<file path="config.mk">
export PLATFORM = sky130hd
export DESIGN_NAME = shared_pipe_arb_flat
export DESIGN_NICKNAME = d
export VERILOG_FILES = /design/src/rtl/shared_pipe_arb_pkg.sv /design/src/rtl/shared_pipe_arb_if.sv /design/src/rtl/shared_pipe_arb_tag_delay.sv /design/src/rtl/shared_pipe_arb.sv /design/src/flat_wrapper.sv
export SDC_FILE = /design/constraint.sdc
export NUM_CORES = 1
export LEC_CHECK = 0
export ABC_CLOCK_PERIOD_IN_PS = 8700
export CAP_MARGIN = 20
export CORE_MARGIN = 10
export CORE_UTILIZATION = 42
export DETAILED_ROUTE_END_ITERATION = 7
export PLACE_DENSITY = 0.87
export RECOVER_POWER = 50
export SYNTH_ARGS = -nofsm -noshare
export SYNTH_HDL_FRONTEND = slang
export SYNTH_SLANG_ARGS = --single-unit
</file>
<file path="constraint.sdc">
create_clock -name clk_i -period 8.7 [get_ports clk_i]
set_input_delay 1.74 -clock clk_i [delete_from_list [all_inputs] [get_ports clk_i]]
set_output_delay 1.74 -clock clk_i [all_outputs]
set_load 0.02 [all_outputs]
</file>
<file path="src/rtl/shared_pipe_arb_pkg.sv">
// Shared definitions for the shared-pipeline arbiter: width helpers and the
// round-robin pick function that other arbiters in the design reuse.
package shared_pipe_arb_pkg;

    localparam int MAX_REQ = 32;

    function automatic int tag_w(input int num_req);
        return (num_req > 1) ? $clog2(num_req) : 1;
    endfunction

    function automatic int cnt_w(input int latency);
        return $clog2(latency + 2);
    endfunction

    // Rotate so that position 0 is the requester after `last`, then take the
    // lowest set position. Returns the winning index, or -1 when nobody asks.
    function automatic int rr_pick(input logic [MAX_REQ-1:0] req,
                                   input int                 n,
                                   input int                 last);
        logic [MAX_REQ-1:0] rot;
        int                 pick;
        rot = '0;
        for (int k = 0; k < MAX_REQ; k++) begin
            if (k < n) begin
                rot[k] = |(req & (MAX_REQ'(1) << ((last + 1 + k) % n)));
            end
        end
        pick = -1;
        for (int k = MAX_REQ - 1; k >= 0; k--) begin
            if (rot[k]) begin
                pick = (last + 1 + k) % n;
            end
        end
        return pick;
    endfunction

endpackage

</file>
<file path="src/rtl/shared_pipe_arb_if.sv">
// Requester-side bundle of the shared-pipeline arbiter.
// req: a transfer happens in a cycle where req_vld[i] & req_rdy[i]; req_rdy is
// one-hot-or-zero and may depend combinationally on req_vld. rsp: rsp_vld is a
// one-hot-or-zero strobe with no backpressure; rsp_dat is meaningful only then.
interface shared_pipe_arb_if #(
    parameter int NUM_REQ    = 4,
    parameter int DATA_WIDTH = 16
);
    logic [NUM_REQ-1:0]            req_vld;
    logic [NUM_REQ*DATA_WIDTH-1:0] req_dat;
    logic [NUM_REQ-1:0]            req_rdy;
    logic [NUM_REQ-1:0]            rsp_vld;
    logic [DATA_WIDTH-1:0]         rsp_dat;

    modport master (
        output req_vld,
        output req_dat,
        input  req_rdy,
        input  rsp_vld,
        input  rsp_dat
    );

    modport slave (
        input  req_vld,
        input  req_dat,
        output req_rdy,
        output rsp_vld,
        output rsp_dat
    );
endinterface

</file>
<file path="src/rtl/shared_pipe_arb_tag_delay.sv">
// Fixed-depth delay line for {valid, tag}; every stage clears on reset so no
// stale valid can escape after a reset. STAGES=0 degenerates to a wire.
module tag_delay #(
    parameter int STAGES = 1,
    parameter int WIDTH  = 1
) (
    input  logic             clk_i,
    input  logic             rst_ni,
    input  logic [WIDTH-1:0] d_i,
    output logic [WIDTH-1:0] q_o
);

    if (STAGES == 0) begin : g_wire
        assign q_o = d_i;
    end else begin : g_shift
        logic [WIDTH-1:0] stage_q [STAGES];
        logic [WIDTH-1:0] stage_d [STAGES];

        always_comb begin
            stage_d[0] = d_i;
            for (int s = 1; s < STAGES; s++) begin
                stage_d[s] = stage_q[s-1];
            end
        end

        always_ff @(posedge clk_i) begin
            for (int s = 0; s < STAGES; s++) begin
                if (!rst_ni) begin
                    stage_q[s] <= '0;
                end else begin
                    stage_q[s] <= stage_d[s];
                end
            end
        end

        assign q_o = stage_q[STAGES-1];
    end

endmodule

</file>
<file path="src/rtl/shared_pipe_arb.sv">
// Round-robin arbiter that shares one fixed-latency, non-stallable pipeline
// among NUM_REQ requesters and steers each result back to its originator.
module shared_pipe_arb
    import shared_pipe_arb_pkg::*;
#(
    parameter int NUM_REQ    = 4,
    parameter int DATA_WIDTH = 16,
    parameter int LATENCY    = 3
) (
    input  logic                         clk_i,
    input  logic                         rst_ni,
    input  logic                         hold_i,
    shared_pipe_arb_if.slave             req_if,
    output logic                         pipe_din_vld_o,
    output logic [DATA_WIDTH-1:0]        pipe_din_o,
    input  logic [DATA_WIDTH-1:0]        pipe_dout_i,
    output logic [cnt_w(LATENCY)-1:0]    inflight_o,
    output logic                         idle_o
);

    localparam int TAG_W = tag_w(NUM_REQ);
    localparam int CNT_W = cnt_w(LATENCY);

    logic [TAG_W-1:0]      ptr_q, ptr_d;
    logic [TAG_W-1:0]      gnt_idx;
    logic [NUM_REQ-1:0]    gnt_oh;
    logic                  grant_en;
    logic                  xfer;
    int                    pick;

    logic                  din_vld_q, din_vld_d;
    logic [DATA_WIDTH-1:0] din_q, din_d;
    logic [TAG_W-1:0]      tag_q, tag_d;

    logic                  dly_vld;
    logic [TAG_W-1:0]      dly_tag;
    logic [NUM_REQ-1:0]    rsp_oh;
    logic                  rsp_any;

    logic [CNT_W-1:0]      cnt_q, cnt_d;

    // Grants are gated by reset as well as HOLD so nothing transfers while
    // the launch and tag registers are being cleared.
    always_comb begin
        pick     = rr_pick(MAX_REQ'(req_if.req_vld), NUM_REQ, int'(ptr_q));
        grant_en = rst_ni && !hold_i && (pick >= 0);
        gnt_oh   = '0;
        gnt_idx  = ptr_q;
        for (int i = 0; i < NUM_REQ; i++) begin
            if (grant_en && (pick == i)) begin
                gnt_oh[i] = 1'b1;
                gnt_idx   = TAG_W'(i);
            end
        end
        xfer  = |(req_if.req_vld & gnt_oh);
        ptr_d = xfer ? gnt_idx : ptr_q;
    end

    assign req_if.req_rdy = gnt_oh;

    always_comb begin
        din_vld_d = xfer;
        din_d     = din_q;
        tag_d     = tag_q;
        for (int i = 0; i < NUM_REQ; i++) begin
            if (gnt_oh[i]) begin
                din_d = req_if.req_dat[i*DATA_WIDTH +: DATA_WIDTH];
                tag_d = TAG_W'(i);
            end
        end
    end

    always_ff @(posedge clk_i) begin
        if (!rst_ni) begin
            ptr_q     <= TAG_W'(NUM_REQ - 1);
            din_vld_q <= 1'b0;
            din_q     <= '0;
            tag_q     <= '0;
        end else begin
            ptr_q     <= ptr_d;
            din_vld_q <= din_vld_d;
            din_q     <= din_d;
            tag_q     <= tag_d;
        end
    end

    assign pipe_din_vld_o = din_vld_q;
    assign pipe_din_o     = din_q;

    if (LATENCY == 0) begin : g_tag_wire
        assign {dly_vld, dly_tag} = {din_vld_q, tag_q};
    end else begin : g_tag_delay
        tag_delay #(
            .STAGES (LATENCY),
            .WIDTH  (TAG_W + 1)
        ) u_tag_delay (
            .clk_i  (clk_i),
            .rst_ni (rst_ni),
            .d_i    ({din_vld_q, tag_q}),
            .q_o    ({dly_vld, dly_tag})
        );
    end

    // Results whose tags were discarded by reset never produce a strobe.
    always_comb begin
        rsp_oh = '0;
        for (int i = 0; i < NUM_REQ; i++) begin
            rsp_oh[i] = rst_ni && dly_vld && (dly_tag == TAG_W'(i));
        end
        rsp_any = |rsp_oh;
    end

    assign req_if.rsp_vld = rsp_oh;
    assign req_if.rsp_dat = pipe_dout_i;

    always_comb begin
        cnt_d = cnt_q;
        case ({xfer, rsp_any})
            2'b10:   cnt_d = cnt_q + CNT_W'(1);
            2'b01:   cnt_d = cnt_q - CNT_W'(1);
            default: cnt_d = cnt_q;
        endcase
    end

    always_ff @(posedge clk_i) begin
        if (!rst_ni) begin
            cnt_q <= '0;
        end else begin
            cnt_q <= cnt_d;
        end
    end

    assign inflight_o = cnt_q;
    assign idle_o     = (cnt_q == '0) && (req_if.req_vld == '0);

endmodule
</file>
<file path="src/flat_wrapper.sv">
// flat-port wrapper written by rule: the top's interface ports become plain ports
module shared_pipe_arb_flat import shared_pipe_arb_pkg::*;
#(
    parameter int NUM_REQ    = 4,
    parameter int DATA_WIDTH = 16,
    parameter int LATENCY    = 3
)
  (clk_i, rst_ni, hold_i, pipe_din_vld_o, pipe_din_o, pipe_dout_i, inflight_o, idle_o, req_if_req_vld, req_if_req_dat, req_if_req_rdy, req_if_rsp_vld, req_if_rsp_dat);
  shared_pipe_arb_if #(.NUM_REQ(NUM_REQ), .DATA_WIDTH(DATA_WIDTH)) req_if_i ();
  input  logic clk_i;
  input  logic rst_ni;
  input  logic hold_i;
  output logic pipe_din_vld_o;
  output logic [DATA_WIDTH-1:0] pipe_din_o;
  input  logic [DATA_WIDTH-1:0] pipe_dout_i;
  output logic [cnt_w(LATENCY)-1:0] inflight_o;
  output logic idle_o;
  input wire logic [$bits(req_if_i.req_vld)-1:0] req_if_req_vld;
  input wire logic [$bits(req_if_i.req_dat)-1:0] req_if_req_dat;
  output wire logic [$bits(req_if_i.req_rdy)-1:0] req_if_req_rdy;
  output wire logic [$bits(req_if_i.rsp_vld)-1:0] req_if_rsp_vld;
  output wire logic [$bits(req_if_i.rsp_dat)-1:0] req_if_rsp_dat;
  assign req_if_i.req_vld = req_if_req_vld;
  assign req_if_i.req_dat = req_if_req_dat;
  assign req_if_req_rdy = req_if_i.req_rdy;
  assign req_if_rsp_vld = req_if_i.rsp_vld;
  assign req_if_rsp_dat = req_if_i.rsp_dat;
  shared_pipe_arb #(.NUM_REQ(NUM_REQ), .DATA_WIDTH(DATA_WIDTH), .LATENCY(LATENCY)) u_core (.clk_i(clk_i), .rst_ni(rst_ni), .hold_i(hold_i), .req_if(req_if_i), .pipe_din_vld_o(pipe_din_vld_o), .pipe_din_o(pipe_din_o), .pipe_dout_i(pipe_dout_i), .inflight_o(inflight_o), .idle_o(idle_o));
endmodule
</file>
==> reports/metrics.yaml, run 1 <==
grt_antenna_before_repair: 0
r2r_start: "u_core.ptr_q[0]"
synth_fp_nets: 370
rsz0062_at_grt: "no"
fin_crit_ns: 6.775
clk_latency_ns: 0.28
grtUsageTotal: 0.1663
grt_pass1_wl_mm: 11.99
synth_edf_count: 0
avgSynthCellArea_um2: 8.536
drv_cap: 0
power.total_mw: 0.9536
cts-buffers-inserted: 5
hold_buffers: 0
status: "completed"
clkTransAtPathRegs_ns: 0.06
setup_viol: 0
grt_max_degree: 27
finClkSkew_ns: 0.005474
drt-initial-drc-count: 82
postCtsSetupBuffers: 0
hold_viol: 0
synth_cell_type_count: 48
setup_tns_ns: 0
crit_top_cell: "clkdlybuf4s50_1"
ios: 132
hold_slack_ns: 0.4359
critPathKind: "in2out"
slew_headroom: 0.4821
cts.sinks: 33
slew_viol_final: 0
crit_family: "simple AND/OR/NAND/NOR gates"
worstMarginPinSlew_ns: 0.7751
wl_per_cell_um: 17.49
portBuffers: 99
cp_max_fo: 18
final_common_cell: "clkdlybuf4s50_1"
routed_wl_mm: 7.469
setup.worst_path.end: "req_if_req_rdy[3]"
r2r_cells: 16
synth_area_leaders: "dfxtp_1 28%, mux2i_1 20%, buf_4 5.7%"
synth.top_cell.area_share: 0.2804
p_leak_nw: 1.466
die-area_um2: 9005
core_area_um2: 5473
timing.rr.end: "u_core.inflight_o[2]"
fmax_mhz: 147.6
dp_hpwl_mm: 5.865
r2r_slack_ns: 4.41
path_cells: "clkdlybuf4s50_1, a22oi_1, and2_1, o22ai_1, nor2_2, nand2_1, inv_1, clkdlybuf4s50_1"
worst_path_max_delay_cell: "clkdlybuf4s50_1"
drive_gt1_frac: 0.05915
worstSetupStartpoint: "req_if_req_vld[3]"
cts_tree: "done"
required_ns: 6.96
fin_crit_sh: 0.7787
mostFrequentLayoutCells: "78 x clkdlybuf4s50_1, 47 x mux2i_1, 33 x dfxtp_1, 25 x o21ai_0, 24 x nand2_1"
cp-start-kind: "input pin"
ant_nets: 0
synthFlopType: "dfxtp_1"
drt_first_pass_iters: 4
clockBufferDepth: 2
synth_top_area_cell: "dfxtp_1"
htree_levels: 2
area_delta_synth_final_pct: 43.44
final_cells: 427
drc: 0
critPathMaxStageDelay_ns: 0.62
syn_area_um2: 2356
yosysWarnings: 0
cp-end-kind: "output port"
final_util: 0.6175
synth_seq_cells: 33
gp_congestion: 0.9915
rows: 27
post_cts_resized: 0
worst-path-buf-inv: 3
ir_worst_vdd_uv: 132.2
grt_overflow: 0
cts_root_buffer: "clkbuf_8"
start_util: 0.4305
syn_inst: 276
grt_pass1_vias: 2456
hold_path_class: "reg2reg"
fp.dieH_um: 94.90
power_density_nw_per_um2: 282.2
n_antenna_cell: 0
placed_cells: 418
crit_cells: 8
ys_seq_area_frac: 0.2804
vias_per_cell: 5.468
final_nets: 448
crit_arrival_ns: 5.04
async_flop_share: 0
detailroute.via_count: 2335
die_w_um: 94.90
[worst min-delay path by stage]
stage          cells past startpoint        to  slack, ns
2_1_floorplan                      2  register       0.40
3_3_place_gp                       2  register       0.41
3_5_place_dp                       2  register       0.42
4_1_cts                            2  register       0.44
5_1_grt                            2  register       0.46
6_report                           1  register       0.44
[Yosys cell counts, types with 6 or more instances]
library cell,instances
buf_4,18
o22ai_1,15
dfxtp_1,33
o21ai_1,11
clkbuf_1,6
o21ai_0,25
and2_1,9
nand2_1,24
nor2_1,14
ha_1,6
inv_1,10
mux2i_1,47
[where the power goes]
part           total [mW]  leakage [nW]  internal (mW)  switching (mW)
Clock               0.148        0.0585         0.0933          0.0548
Combinational       0.585          1.14          0.250           0.335
Sequential          0.220         0.271          0.199          0.0214
Total               0.954          1.47          0.542           0.411
[per-stage QoR]
| stage | instance area (um^2) | setup WS [ns] |
|---|---|---|
| 6_report | 3379 | 1.925 |
| 5_1_grt | 3379 | 1.652 |
| 4_1_cts | 3368 | 1.967 |
| 3_5_place_dp | 3252 | 1.990 |
| 3_3_place_gp | 3252 | 2.099 |
| 2_1_floorplan | 2356 | 3.707 |
[cell families (layout without fill, tap and decap cells)]
kind of cell               count (synthesis)  in the layout  share of synthesized area
buffers and inverters                     41            120                    0.09931
DFF                                       33             33                     0.2804
muxes                                     48             48                     0.2092
AOI/OAI and AO/OA                         79             79                     0.2236
xor gates and xnor gates                   2              2                   0.007436
adders and majority gates                  7              7                    0.04036
and+or+nand+nor                           66             66                     0.1397
[registers in the layout, indices dropped and copies added (netlist names)]
| register | flops |
|---|---|
| u_core.pipe_din_vld_o | 1 |
| u_core.tag_q | 2 |
| u_core.ptr_q | 2 |
| u_core.pipe_din_o | 16 |
| u_core.inflight_o | 3 |
| u_core.g_tag_delay.u_tag_delay.g_shift.stage_q | 9 |
[metal layers]
layer / up-vias / track usage / wire length (um)
met4: 0 / 0.05985 / 156
met2: 113 / 0.2889 / 3664
met3: 18 / 0.08406 / 805
met1: 1065 / 0.1686 / 2842
met5: - / 0 / 0
li1: 1139 / - / -
[layout make-up]
class,count,area [um^2]
well taps,72,90.09
repair buffers,101,1010
flip-flops and latches,33,660.6
fillers,486,2093
clock buffers,7,86.33
inverters,11,41.29
multi-input cells,202,1461
clock inverters,1,30.03
Note: power is estimated with default switching activity, not from simulation.
==> run 2, diff against run 1 <==
--- a/config.mk
+++ b/config.mk
@@ -5,12 +5,12 @@
 export SDC_FILE = /design/constraint.sdc
 export NUM_CORES = 1
 export LEC_CHECK = 0
-export ABC_CLOCK_PERIOD_IN_PS = 8700
+export ABC_CLOCK_PERIOD_IN_PS = 6800
 export CAP_MARGIN = 20
 export CORE_MARGIN = 10
-export CORE_UTILIZATION = 42
+export CORE_UTILIZATION = 39
 export DETAILED_ROUTE_END_ITERATION = 7
-export PLACE_DENSITY = 0.87
+export PLACE_DENSITY = 0.81
 export RECOVER_POWER = 50
 export SYNTH_ARGS = -nofsm -noshare
 export SYNTH_HDL_FRONTEND = slang
==> constraint.sdc (replaced) <==
create_clock -name clk_i -period 6.8 [get_ports clk_i]
set_input_delay 1.36 -clock clk_i [delete_from_list [all_inputs] [get_ports clk_i]]
set_output_delay 1.36 -clock clk_i [all_outputs]
set_load 0.02 [all_outputs]
==> reports/metrics.yaml, run 2 (same netlist as run 1, synthesis figures left out) <==
status: "completed"
r2r_slack_ns: 2.40
htree_levels: 2
grt_overflow: 0
fp.dieH_um: 97.73
power_density_nw_per_um2: 354.4
cp-end-kind: "output port"
finClkSkew_ns: 0.008564
cts-buffers-inserted: 5
portBuffers: 99
multiInputGateArea_um2: 1461
detailroute.via_count: 2305
dpl-instance-area_um2: 3263
drv_cap: 0
rsz0062_at_grt: "no"
post_cts_resized: 0
slew_headroom: 0.4847
cts_root_buffer: "clkbuf_8"
p_clk_frac: 0.137
die-area_um2: 9550
area_delta_synth_final_pct: 43.12
ant_nets: 0
grt_antenna_before_repair: 0
gp_congestion: 0.8633
ir_worst_vdd_uv: 163.3
hold_viol: 0
clockBufferDepth: 2
fin_crit_sh: 0.8972
timing.rr.end: "u_core.inflight_o[2]"
vias_per_cell: 5.348
crit_arrival_ns: 4.74
slew_viol_final: 0
n_antenna_cell: 0
grt_pass1_vias: 2433
final_nets: 449
critPathKind: "in2out"
fillCellCount: 557
final_common_cell: "clkdlybuf4s50_1"
seqCellArea_um2: 660.6
clkTransAtPathRegs_ns: 0.06
cts.sinks: 33
grt_pass1_wl_mm: 11.77
drt_first_pass_iters: 4
core_area_um2: 5886
hold_buffers: 0
pwr-share-comb: 0.617
setup_tns_ns: 0
clk_latency_ns: 0.29
start_util: 0.4003
r2r_cells: 15
p_sw_mw: 0.5262
grtUsageTotal: 0.1479
wl_per_cell_um: 16.93
rows: 28
setup_viol: 0
hold_path_class: "reg2reg"
routed_wl_mm: 7.297
die_w_um: 97.73
power.internal_mw: 0.6687
grt_max_degree: 20
cts_tree: "done"
worstMarginPinSlew_ns: 0.7721
cp_max_fo: 18
fmax_mhz: 163.9
cp-start-kind: "input pin"
drc: 0
drt-initial-drc-count: 97
power.total_mw: 1.195
seqPwrFrac: 0.246
hold_depth: 1
drive_gt1_frac: 0.06461
fin_crit_ns: 6.101
required_ns: 5.44
fin_area_um2: 3372
swShare: 0.4404
p_leak_nw: 1.465
dp_hpwl_mm: 5.937
largest_reg_flops: 16
ios: 132
r2r_start: "u_core.ptr_q[0]"
postCtsSetupBuffers: 0
mostFrequentLayoutCells: "78 x clkdlybuf4s50_1, 47 x mux2i_1, 33 x dfxtp_1, 25 x o21ai_0, 24 x nand2_1"
[run 2: cell count changes in the layout (fill, tap and decap cells not counted)]
cell | before | now
clkbuf_1 | 1 | 0
clkinv_2 | 0 | 1
and2_0 | 1 | 2
and2_1 | 8 | 7
clkbuf_8 | 6 | 7
buf_6 | 1 | 0
bufinv_16 | 1 | 0
buf_4 | 1 | 3
[run 2: layout make-up]
| type | count | share of cell area |
|---|---|---|
| Clock buffer | 7 | 0.02857 |
| Clock inverter | 1 | 0.001484 |
| Inverter | 11 | 0.01224 |
| Multi-Input combinational cell | 202 | 0.4334 |
| Sequential cell | 33 | 0.1959 |
| Tap cell | 75 | 0.02783 |
| Timing Repair Buffer | 102 | 0.3006 |
[run 2: critical path, stage by stage]
cell and delay, ns:
clkdlybuf4s50_1 0.55, a22oi_1 0.30, and2_1 0.35, o22ai_1 0.20, nor2_2 0.65, nand2_1 0.54
inv_1 0.16, clkdlybuf4s50_1 0.62
[run 2: metrics by stage]
| stage | hold WS [ns] | cells | setup WS [ns] | util |
|---|---|---|---|---|
| after floorplan | 0.3996 | 276 | 2.567 | - |
| after global placement | 0.4083 | 422 | 0.8109 | 0.5544 |
| after detailed placement | 0.4199 | 422 | 0.7420 | 0.5544 |
| after global routing | 0.4464 | 431 | 0.3765 | 0.5729 |
| after CTS | 0.4362 | 430 | 0.6969 | 0.5716 |
| final | 0.4331 | 431 | 0.6994 | 0.5729 |
[run 2: how the worst max path moves through the flow]
stage / start / end / slack (ns) / depth (start not counted)
final: req_if_req_vld[0] / req_if_req_rdy[3] / 0.70 / 8
after global routing: req_if_req_vld[0] / req_if_req_rdy[3] / 0.38 / 8
after floorplan: req_if_req_vld[2] / req_if_req_rdy[1] / 2.57 / 7
after global placement: req_if_req_vld[0] / req_if_req_rdy[3] / 0.81 / 8
after CTS: req_if_req_vld[0] / req_if_req_rdy[3] / 0.70 / 8
after detailed placement: req_if_req_vld[0] / req_if_req_rdy[3] / 0.74 / 8
[run 2: metal layers]
layer	global-route usage	share of wire	up-vias
met3	0.07752	0.11	19
met5	0	0	-
met2	0.2519	0.49	88
li1	-	-	1139
met1	0.1501	0.38	1059
met4	0.05705	0.018	0
[run 2: power groups by stage]
stage	logic, mW	clock network (mW)	registers, mW
6_report	0.738	0.164	0.293
2_1_floorplan	0.484	0	0.343
5_1_grt	0.804	0.174	0.302
3_3_place_gp	0.749	0	0.298
4_1_cts	0.761	0.166	0.297
3_5_place_dp	0.758	0	0.299
==> run 3, diff against run 2 <==
--- a/config.mk
+++ b/config.mk
@@ -5,6 +5,7 @@
 export SDC_FILE = /design/constraint.sdc
 export NUM_CORES = 1
 export LEC_CHECK = 0
+export ABC_AREA = 1
 export ABC_CLOCK_PERIOD_IN_PS = 6800
 export CAP_MARGIN = 20
 export CORE_MARGIN = 10
==> reports/metrics.yaml, run 3 <==
synth_fp_nets: 468
placed_cells: 518
slew_headroom: 0.6573
rows: 28
clockBufferDepth: 2
p_leak_nw: 1.684
n_antenna_cell: 0
synth_top_area_cell: "dfxtp_1"
finClkSkew_ns: 0.002999
p_sw_mw: 0.4021
crit_arrival_ns: 4.36
final_common_cell: "nand2_1"
cp-end-kind: "output port"
grtUsageTotal: 0.1406
grt_max_degree: 32
power_density_nw_per_um2: 282.4
area_delta_synth_final_pct: 41.29
fillCellCount: 568
grt_pass1_vias: 2544
yosys-top-cells-count: "98 x nand2_1, 72 x nand3_1, 54 x inv_1, 33 x dfxtp_1, 17 x nor2_1"
ios: 132
async_flop_share: 0
syn_area_um2: 2385
worstMarginPinSlew_ns: 0.5128
synthFlopType: "dfxtp_1"
drv_cap: 0
fp.dieH_um: 98.20
grt_antenna_before_repair: 0
dpl-instance-area_um2: 3253
syn_inst: 374
synth.top_cell.area_share: 0.2770
fmax_mhz: 175.0
die-area_um2: 9642
core_area_um2: 5921
synth_edf_count: 0
yosysWarnings: 0
hold_buffers: 0
hold_slack_ns: 0.4161
hold_viol: 0
clk_latency_ns: 0.28
synth_area_leaders: "dfxtp_1 28%, nand2_1 15%, nand3_1 15%"
htree_levels: 2
synth_most_common_cell: "nand2_1"
fin_crit_sh: 0.8405
setup_viol: 0
slew_viol_final: 0
synth_cell_type_count: 31
routed_wl_mm: 7.049
pwr-share-comb: 0.527
postCtsSetupBuffers: 0
dp_hpwl_mm: 5.752
detailroute.via_count: 2491
grt_overflow: 0
drc: 0
cts_root_buffer: "clkbuf_8"
ir_worst_vdd_uv: 140.8
die_w_um: 98.20
wl_per_cell_um: 13.40
largest_reg_flops: 16
fin_crit_ns: 5.715
seqPwrFrac: 0.276
final_cells: 526
fin_area_um2: 3369
cts-buffers-inserted: 5
drt_first_pass_iters: 4
drt-initial-drc-count: 117
ant_nets: 0
drive_gt1_frac: 0.1042
rsz0062_at_grt: "no"
setup_tns_ns: 0
swShare: 0.4225
avgSynthCellArea_um2: 6.376
cp-start-kind: "input pin"
portBuffers: 99
power.internal_mw: 0.5495
start_util: 0.4028
path_cells: "dlygate4sd3_1, buf_4, inv_1, nor2_1, o21ai_4, nor2_4, nand2_2, inv_2, clkdlybuf4s50_1"
cp_max_fo: 31
cts.sinks: 33
ys_seq_area_frac: 0.2770
p_clk_frac: 0.197
required_ns: 5.44
critPathKind: "in2out"
post_cts_resized: 0
power.total_mw: 0.9516
vias_per_cell: 4.736
cts_tree: "done"
worst_path_max_delay_cell: "clkdlybuf4s50_1"
gp_congestion: 0.8019
clkTransAtPathRegs_ns: 0.07
grt_pass1_wl_mm: 11.61
status: "completed"
final_nets: 544
synth_seq_cells: 33
critPathMaxStageDelay_ns: 0.63
mostFrequentLayoutCells: "98 x nand2_1, 78 x clkdlybuf4s50_1, 72 x nand3_1, 54 x inv_1, 33 x dfxtp_1"
hold_path_class: "reg2reg"
## run 3: power by group through the flow
stage	registers (mW)	clock network, mW	logic, mW
global route	0.267	0.201	0.558
floorplan	0.300	0	0.330
detailed placement	0.268	0	0.512
CTS	0.264	0.191	0.514
global placement	0.267	0	0.502
finish	0.262	0.188	0.501
## run 3: worst paths after layout
path                    from              endpoint  slack, ns  depth (start not counted)
max                   rst_ni     req_if_req_rdy[3]       1.08                          9
min                 register              register       0.42                          2
max reg2reg  u_core.ptr_q[0]  u_core.inflight_o[2]       2.87                         20
min reg2reg         register              register       0.42                          2
## run 3: stage by stage
stage	utilization	setup slack (ns)
after global placement	0.5495	1.203
after detailed placement	0.5495	1.160
after CTS	0.5691	1.132
final	0.5691	1.085
after floorplan	-	3.013
after global routing	0.5691	0.8569
## run 3: final cells by class
| cell class | instances | area (um^2) | share of cell area |
|---|---|---|---|
| well taps | 75 | 93.84 | 0.02785 |
| clock inverters | 1 | 30.03 | 0.008912 |
| clock buffers | 7 | 86.33 | 0.02562 |
| repair buffers | 100 | 998.5 | 0.2963 |
| flip-flops and latches | 33 | 660.6 | 0.1961 |
| multi-input cells | 250 | 1272 | 0.3776 |
| inverters | 60 | 227.7 | 0.06758 |
## run 3: critical path: cells and delay by family
| family | cells | cell delay (ns) |
|---|---|---|
| buffers and inverters | 5 | 1.75 |
| and+or+nand+nor | 3 | 1.06 |
| AOI/OAI and AO/OA | 1 | 0.18 |
## run 3: per-layer routing
layer,global-route usage,share of wire,vias up
li1,-,-,1298
met1,0.1449,0.38,1106
met4,0.04520,0.0094,0
met2,0.2518,0.52,81
met3,0.05920,0.086,6
met5,0,0,-
## run 3: logic make-up (layout without fill, tap and decap cells)
family / Yosys count / in the layout / share of synthesized area
and+or+nand+nor: 225 / 225 / 0.4460
buffers and inverters: 91 / 168 / 0.1894
DFF: 33 / 33 / 0.2770
AOI/OAI and AO/OA: 18 / 18 / 0.04774
adders and majority gates: 7 / 7 / 0.03987
